### config.mk
export PLATFORM = sky130hd
export DESIGN_NAME = m_dmem_resp
export DESIGN_NICKNAME = d
export VERILOG_FILES = /design/src/rtl/m_dmem_resp.sv
export SDC_FILE = /design/constraint.sdc
export NUM_CORES = 2
export LEC_CHECK = 0
export CAP_MARGIN = 20
export CORE_UTILIZATION = 42
export CTS_CLUSTER_DIAMETER = 50
export DETAILED_ROUTE_END_ITERATION = 10
export HOLD_SLACK_MARGIN = 0.15
export PLACE_DENSITY = 0.63
export SYNTH_ARGS = -nofsm -noshare
export SYNTH_HDL_FRONTEND = slang
export SYNTH_SLANG_ARGS = --single-unit
### constraint.sdc
create_clock -name w_clk -period 5.3 [get_ports w_clk]
set_input_delay 1.325 -clock w_clk [delete_from_list [all_inputs] [get_ports w_clk]]
set_output_delay 1.325 -clock w_clk [all_outputs]
set_load 0.01 [all_outputs]
### src/rtl/m_dmem_resp.sv
// rtl/m_dmem_resp.sv - word data-memory responder with wait states over valid/ready channels
// Optional byte-strobe writes are enabled by defining DMEM_BYTE_STROBE_EN.
module m_dmem_resp #(
    parameter int DEPTH_LOG2  = 6,
    parameter int WAIT_CYCLES = 2
) (
    input  logic        w_clk,
    input  logic        w_rst_n,
    input  logic        w_req_valid,
    output logic        w_req_ready,
    input  logic        w_req_we,
    input  logic [31:0] w_req_addr,
    input  logic [31:0] w_req_wdata,
    input  logic [3:0]  w_req_wstrb,
    output logic        w_rsp_valid,
    input  logic        w_rsp_ready,
    output logic [31:0] w_rsp_rdata,
    output logic        w_rsp_err,
    output logic        w_busy
);
    localparam int DEPTH = 1 << DEPTH_LOG2;
    localparam logic [3:0] WAIT_LAST = 4'(WAIT_CYCLES - 1);
`ifdef DMEM_BYTE_STROBE_EN
    localparam logic STROBE_EN = 1'b1;
`else
    localparam logic STROBE_EN = 1'b0;
`endif

    typedef enum logic [1:0] {S_IDLE, S_WAIT, S_RESP} state_t;

    state_t      state_q, state_d;
    logic [3:0]  cnt_q, cnt_d;
    logic        we_q, we_d;
    logic [31:0] addr_q, addr_d;
    logic [31:0] wdata_q, wdata_d;
    logic [3:0]  wstrb_q, wstrb_d;
    logic        ready_q, ready_d;
    logic [31:0] rdata_q, rdata_d;
    logic        err_q, err_d;
    logic [31:0] mem_q [DEPTH];

    logic                  accept;
    logic                  enter_resp;
    logic                  cur_we;
    logic [31:0]           cur_addr;
    logic [31:0]           cur_wdata;
    logic [3:0]            cur_wmask;
    logic                  addr_err;
    logic                  do_write;
    logic [DEPTH_LOG2-1:0] idx;

    // With WAIT_CYCLES=0 the access happens on the acceptance edge, so the
    // live request fields are used while still in IDLE.
    always_comb begin
        accept     = (state_q == S_IDLE) && ready_q && w_req_valid;
        cur_we     = (state_q == S_IDLE) ? w_req_we    : we_q;
        cur_addr   = (state_q == S_IDLE) ? w_req_addr  : addr_q;
        cur_wdata  = (state_q == S_IDLE) ? w_req_wdata : wdata_q;
        cur_wmask  = ((state_q == S_IDLE) ? w_req_wstrb : wstrb_q) | {4{~STROBE_EN}};
        addr_err   = (cur_addr[1:0] != 2'b00) || (|cur_addr[31:DEPTH_LOG2+2]);
        idx        = cur_addr[DEPTH_LOG2+1:2];
        enter_resp = (state_d == S_RESP) && (state_q != S_RESP);
        do_write   = enter_resp && cur_we && !addr_err;
    end

    always_ff @(posedge w_clk or negedge w_rst_n) begin
        if (!w_rst_n) begin
            state_q <= S_IDLE;
            cnt_q   <= 4'd0;
            we_q    <= 1'b0;
            addr_q  <= 32'd0;
            wdata_q <= 32'd0;
            wstrb_q <= 4'd0;
            ready_q <= 1'b0;
            rdata_q <= 32'd0;
            err_q   <= 1'b0;
        end else begin
            state_q <= state_d;
            cnt_q   <= cnt_d;
            we_q    <= we_d;
            addr_q  <= addr_d;
            wdata_q <= wdata_d;
            wstrb_q <= wstrb_d;
            ready_q <= ready_d;
            rdata_q <= rdata_d;
            err_q   <= err_d;
        end
    end

    always_comb begin
        state_d = state_q;
        cnt_d   = cnt_q;
        unique case (state_q)
            S_IDLE: begin
                if (accept) begin
                    cnt_d   = 4'd0;
                    state_d = (WAIT_CYCLES == 0) ? S_RESP : S_WAIT;
                end
            end
            S_WAIT: begin
                if (cnt_q == WAIT_LAST) state_d = S_RESP;
                else                    cnt_d   = cnt_q + 4'd1;
            end
            S_RESP: begin
                if (w_rsp_ready) state_d = S_IDLE;
            end
            default: state_d = S_IDLE;
        endcase
    end

    always_comb begin
        we_d    = we_q;
        addr_d  = addr_q;
        wdata_d = wdata_q;
        wstrb_d = wstrb_q;
        if (accept) begin
            we_d    = w_req_we;
            addr_d  = w_req_addr;
            wdata_d = w_req_wdata;
            wstrb_d = w_req_wstrb;
        end
        ready_d = (state_d == S_IDLE);
        rdata_d = rdata_q;
        err_d   = err_q;
        if (enter_resp) begin
            err_d   = addr_err;
            rdata_d = (addr_err || cur_we) ? 32'd0 : mem_q[idx];
        end else if ((state_q == S_RESP) && (state_d == S_IDLE)) begin
            err_d   = 1'b0;
            rdata_d = 32'd0;
        end
    end

    always_comb begin
        w_req_ready = ready_q;
        w_rsp_valid = (state_q == S_RESP);
        w_rsp_rdata = rdata_q;
        w_rsp_err   = err_q;
        w_busy      = (state_q != S_IDLE);
    end

    always_ff @(posedge w_clk) begin
        if (do_write) begin
            for (int i = 0; i < 4; i++) begin
                if (cur_wmask[i]) mem_q[idx][8*i +: 8] <= cur_wdata[8*i +: 8];
            end
        end
    end
endmodule

==> metrics.log <==
INFO  metric achievable-frequency = 226 MHz
INFO  metric clockBufferDepth = 3
INFO  metric finalMaxSlewViolations = 0
INFO  metric layout-drive-gt1-share = 0.146
INFO  metric vias_per_cell = 6.44
INFO  metric crit-reg2reg-capture = mem_q[47][15]$_DFFE_PP_
INFO  metric drt-initial-drc-count = 9337
INFO  metric ys.flop_type = sky130_fd_sc_hd__edfxtp_1
INFO  metric synth_seq_area_share = 0.787
INFO  metric gp_congestion = 0.897
INFO  metric overflow = 0
INFO  metric synthesis.area = 81500 sq um
INFO  metric max_incr_delay_on_cp = 0.66 ns
INFO  metric synth_common_cells = sky130_fd_sc_hd__edfxtp_1, sky130_fd_sc_hd__nand2_1, sky130_fd_sc_hd__o22ai_1
INFO  metric sinks_on_the_clock_net = 2153
INFO  metric ffs_latches_synth = 2153
INFO  metric areaGrowthSynthToFinish = 17.3%
INFO  metric critical_path_required = 3.97 ns
INFO  metric synth_top_area_frac = 0.755
INFO  metric final.setup.worst_slack = 0.875 ns
INFO  metric detail_route.first_pass.iterations = 6
INFO  metric pwr_density_cell = 586 nW/um^2
INFO  metric critPathMaxFanout = 33
INFO  metric timing.hold.worst_endpoint = wdata_q[5]$_DFFE_PN0P_
INFO  metric crit_type = register to output pin
INFO  metric synth.top_cells.by_area = sky130_fd_sc_hd__edfxtp_1, sky130_fd_sc_hd__nand2_1, sky130_fd_sc_hd__dfrtp_1, sky130_fd_sc_hd__o22ai_1, sky130_fd_sc_hd__nand3_1
INFO  metric via_count_of_the_first_global_routing_pass = 50700
INFO  metric dieWidth = 442 um
INFO  metric ioPinCount = 109
INFO  metric timing.hold.worst.start = wdata_q[5]$_DFFE_PN0P_
INFO  metric fp-row-count = 161
INFO  metric period_needed = 4.43 ns
INFO  metric maximum_number_of_pins_on_one_net_before_global_route_repair = 87
INFO  metric tritoncts_clock_tree = built
INFO  metric fin_tns_setup = 0 ns
INFO  metric dieHeight = 442 um
INFO  metric grtUsageTotal = 0.290
INFO  metric leakagePower = 31.3 nW
INFO  metric ir_worst_vdd = 0.445 mV
INFO  metric timing.rr.start = state_q[1]$_DFF_PN0_
INFO  metric design.die.area = 196000 sq um
INFO  metric critPathTopFamily = buffers and inverters
INFO  metric hp-class = register to register
INFO  metric worst_slew_margin_rel = 0.233
INFO  metric rsz_0062_raised_after_global_routing = no
INFO  metric setup.worst_path.end_class = output pin
INFO  metric floorplan.initialDensity = 0.423
INFO  metric antenna_left = 0
INFO  metric worst-path-buf-inv = 3
INFO  metric io_buffers = 104
INFO  metric core_area = 193000 sq um
INFO  metric syn-num-nets = 5432
INFO  metric worst-path-stages = 4
INFO  metric yosys.cell_count.top_type = sky130_fd_sc_hd__edfxtp_1
INFO  metric syn_area_per_cell = 15.2 sq um
INFO  metric worst_clock_skew = 0.0818 ns
INFO  metric critPathSlowestCell = sky130_fd_sc_hd__dfrtp_1
INFO  metric dpl_worst_slack = 0.289 ns
INFO  metric cts_post_setup_buffers_inserted = 0
INFO  metric path_clk_slew = 0.06 ns
INFO  metric setup_violations = 0
INFO  metric fillCellCount = 15800
INFO  metric cts_resized = 0
INFO  metric netlist.top_cell.by_area = sky130_fd_sc_hd__edfxtp_1
INFO  metric reg2regPathDepth = 7
INFO  metric wl_per_cell = 34.4 um
INFO  metric wl = 289000 um
INFO  metric drc = 0
INFO  metric cts_made_buffers = 215
INFO  metric period_utilization = 0.835
INFO  metric root_buffer = sky130_fd_sc_hd__clkbuf_16
INFO  metric async_reset_ff_frac = 0.0488
INFO  metric holdBufCountCts = 0
INFO  metric max_cap_viol_count = 0
INFO  metric via_total_after_detailed_routing = 54000
INFO  metric startpoint_type = register
INFO  metric final_nets = 5752
INFO  metric cp.arrival = 3.10 ns
INFO  metric timing.hold.worst_path_depth = 1
INFO  metric hpwl = 165000 um
INFO  metric combined_area_of_the_multi_input_logic_cells = 16400 sq um
INFO  metric status = completed
INFO  metric hold_viol_final = 0
INFO  metric global_route_wire_length_before_repair = 399000 um
INFO  metric number_of_antenna_violations_at_the_first_check_in_global_routing = 7
INFO  metric clock_tree.htree_level_count = 4
INFO  metric worstSkewPairLatency = 0.90 ns
INFO  metric synth_enable_flop_cells = 2048
INFO  metric synth_cell_types = 72
INFO  metric worst_slew_pin_slew = 1.12 ns
INFO  metric timing.reg2reg.setup_slack = 1.12 ns
INFO  metric worstPathCellList = nor2_8 -> inv_4 -> buf_4 -> clkdlybuf4s50_1
INFO  metric synthesis.yosys.warnings = 0
INFO  metric finish.utilization = 0.496
INFO  metric post_synth_inst_count = 5357
INFO  metric area_used_by_sequential_logic_in_the_layout = 64100 sq um
[worst max path at each step]
stage                          from                     endpoint
2_1_floorplan         w_req_addr[3]       mem_q[40][0]$_DFFE_PP_
3_3_place_gp          w_req_addr[3]  w_rsp_rdata[23]$_DFFE_PN0P_
6_report       state_q[1]$_DFF_PN0_                       w_busy
5_1_grt        state_q[1]$_DFF_PN0_                       w_busy
4_1_cts        state_q[1]$_DFF_PN0_                       w_busy
3_5_place_dp          w_req_addr[3]  w_rsp_rdata[23]$_DFFE_PN0P_
[flip-flops by register name (all words and copies together) (netlist names)]
| signal | cells |
|---|---|
| w_rsp_rdata | 32 |
| state_q | 2 |
| we_q | 1 |
| wdata_q | 32 |
| mem_q | 2048 |
| cnt_q | 4 |
| w_rsp_err | 1 |
| w_req_ready | 1 |
| addr_q | 32 |
[routing by layer]
metal	part of all wire	track usage	vias to the layer above
met1	0.36	0.389	27300
li1	-	-	21500
met4	0.058	0.143	8
met2	0.45	0.441	4341
met5	0.00018	0	-
met3	0.13	0.0711	824
[cells by family (layout without fill, tap and decap cells)]
logic type	after synthesis	count (layout)	share of synthesized area
AO/OA/AOI/OAI	1040	1040	0.0860
XOR/XNOR	2	2	0.000215
adder cells (fa/ha/maj)	2	2	0.000307
buffers and inverters	348	859	0.0193
flip-flops	2153	2153	0.787
multiplexers	176	176	0.0231
other	0	1	0
AND/OR/NAND/NOR	1636	1636	0.0840
[report_power, final]
part,internal (W),total (W),switching [W]
clock network,0.00856,0.0152,0.00663
logic,0.00478,0.0183,0.0135
registers,0.0223,0.0225,0.000211
[cell type report]
| cell class | instances | area share |
|---|---|---|
| flip-flops and latches | 2153 | 0.671 |
| multi-input cells | 2856 | 0.172 |
| clock buffers | 292 | 0.0624 |
| repair buffers | 443 | 0.0496 |
| well taps | 2526 | 0.0331 |
| clock inverters | 116 | 0.0118 |
| inverters | 8 | 0.000340 |
| diodes | 1 | 0.0000262 |
[metrics by stage]
stage	hold WS (ns)	power (W)	instance area (sq um)	cells
2_1_floorplan	0.480	0.0324	81500	5357
3_3_place_gp	0.489	0.0400	88300	7975
3_5_place_dp	0.496	0.0404	88300	7976
4_1_cts	0.509	0.0554	95400	8384
5_1_grt	0.523	0.0573	95600	8394
6_report	0.506	0.0560	95600	8395
[worst reg2reg max path, stage by stage, from the launching register on]
cell and delay, ns:
sky130_fd_sc_hd__dfrtp_1 0.56, sky130_fd_sc_hd__nor2_8 0.20, sky130_fd_sc_hd__buf_4 0.50, sky130_fd_sc_hd__nand2_1 0.12, sky130_fd_sc_hd__nand2_1 0.39, sky130_fd_sc_hd__nand2_2 0.66, sky130_fd_sc_hd__nor2_4 1.04, sky130_fd_sc_hd__buf_12 0.35
[cells in the final DEF (no fill, tap or decap), drive strengths merged, types with 4 or more instances in the layout]
master / instances
edfxtp: 2048
nand2: 994
o22ai: 418
buf: 340
clkbuf: 292
nand3: 247
nor2: 222
a21oi: 186
a31oi: 128
a32oi: 117
mux2i: 106
dfrtp: 105
clkdlybuf4s50: 103
clkinv: 90
mux2: 70
nor3: 66
nor4: 64
a32o: 35
o21ai: 28
o221ai: 27
a22oi: 23
a22o: 17
inv: 14
bufinv: 13
a211oi: 10
a222oi: 8
nor2b: 7
o2111ai: 7
clkinvlp: 7
nand2b: 7
nand4: 5
o31ai: 5
a311oi: 4
or4: 4
or3: 4
and2: 4
a2111oi: 4
Note: power is estimated with default switching activity, not from simulation.
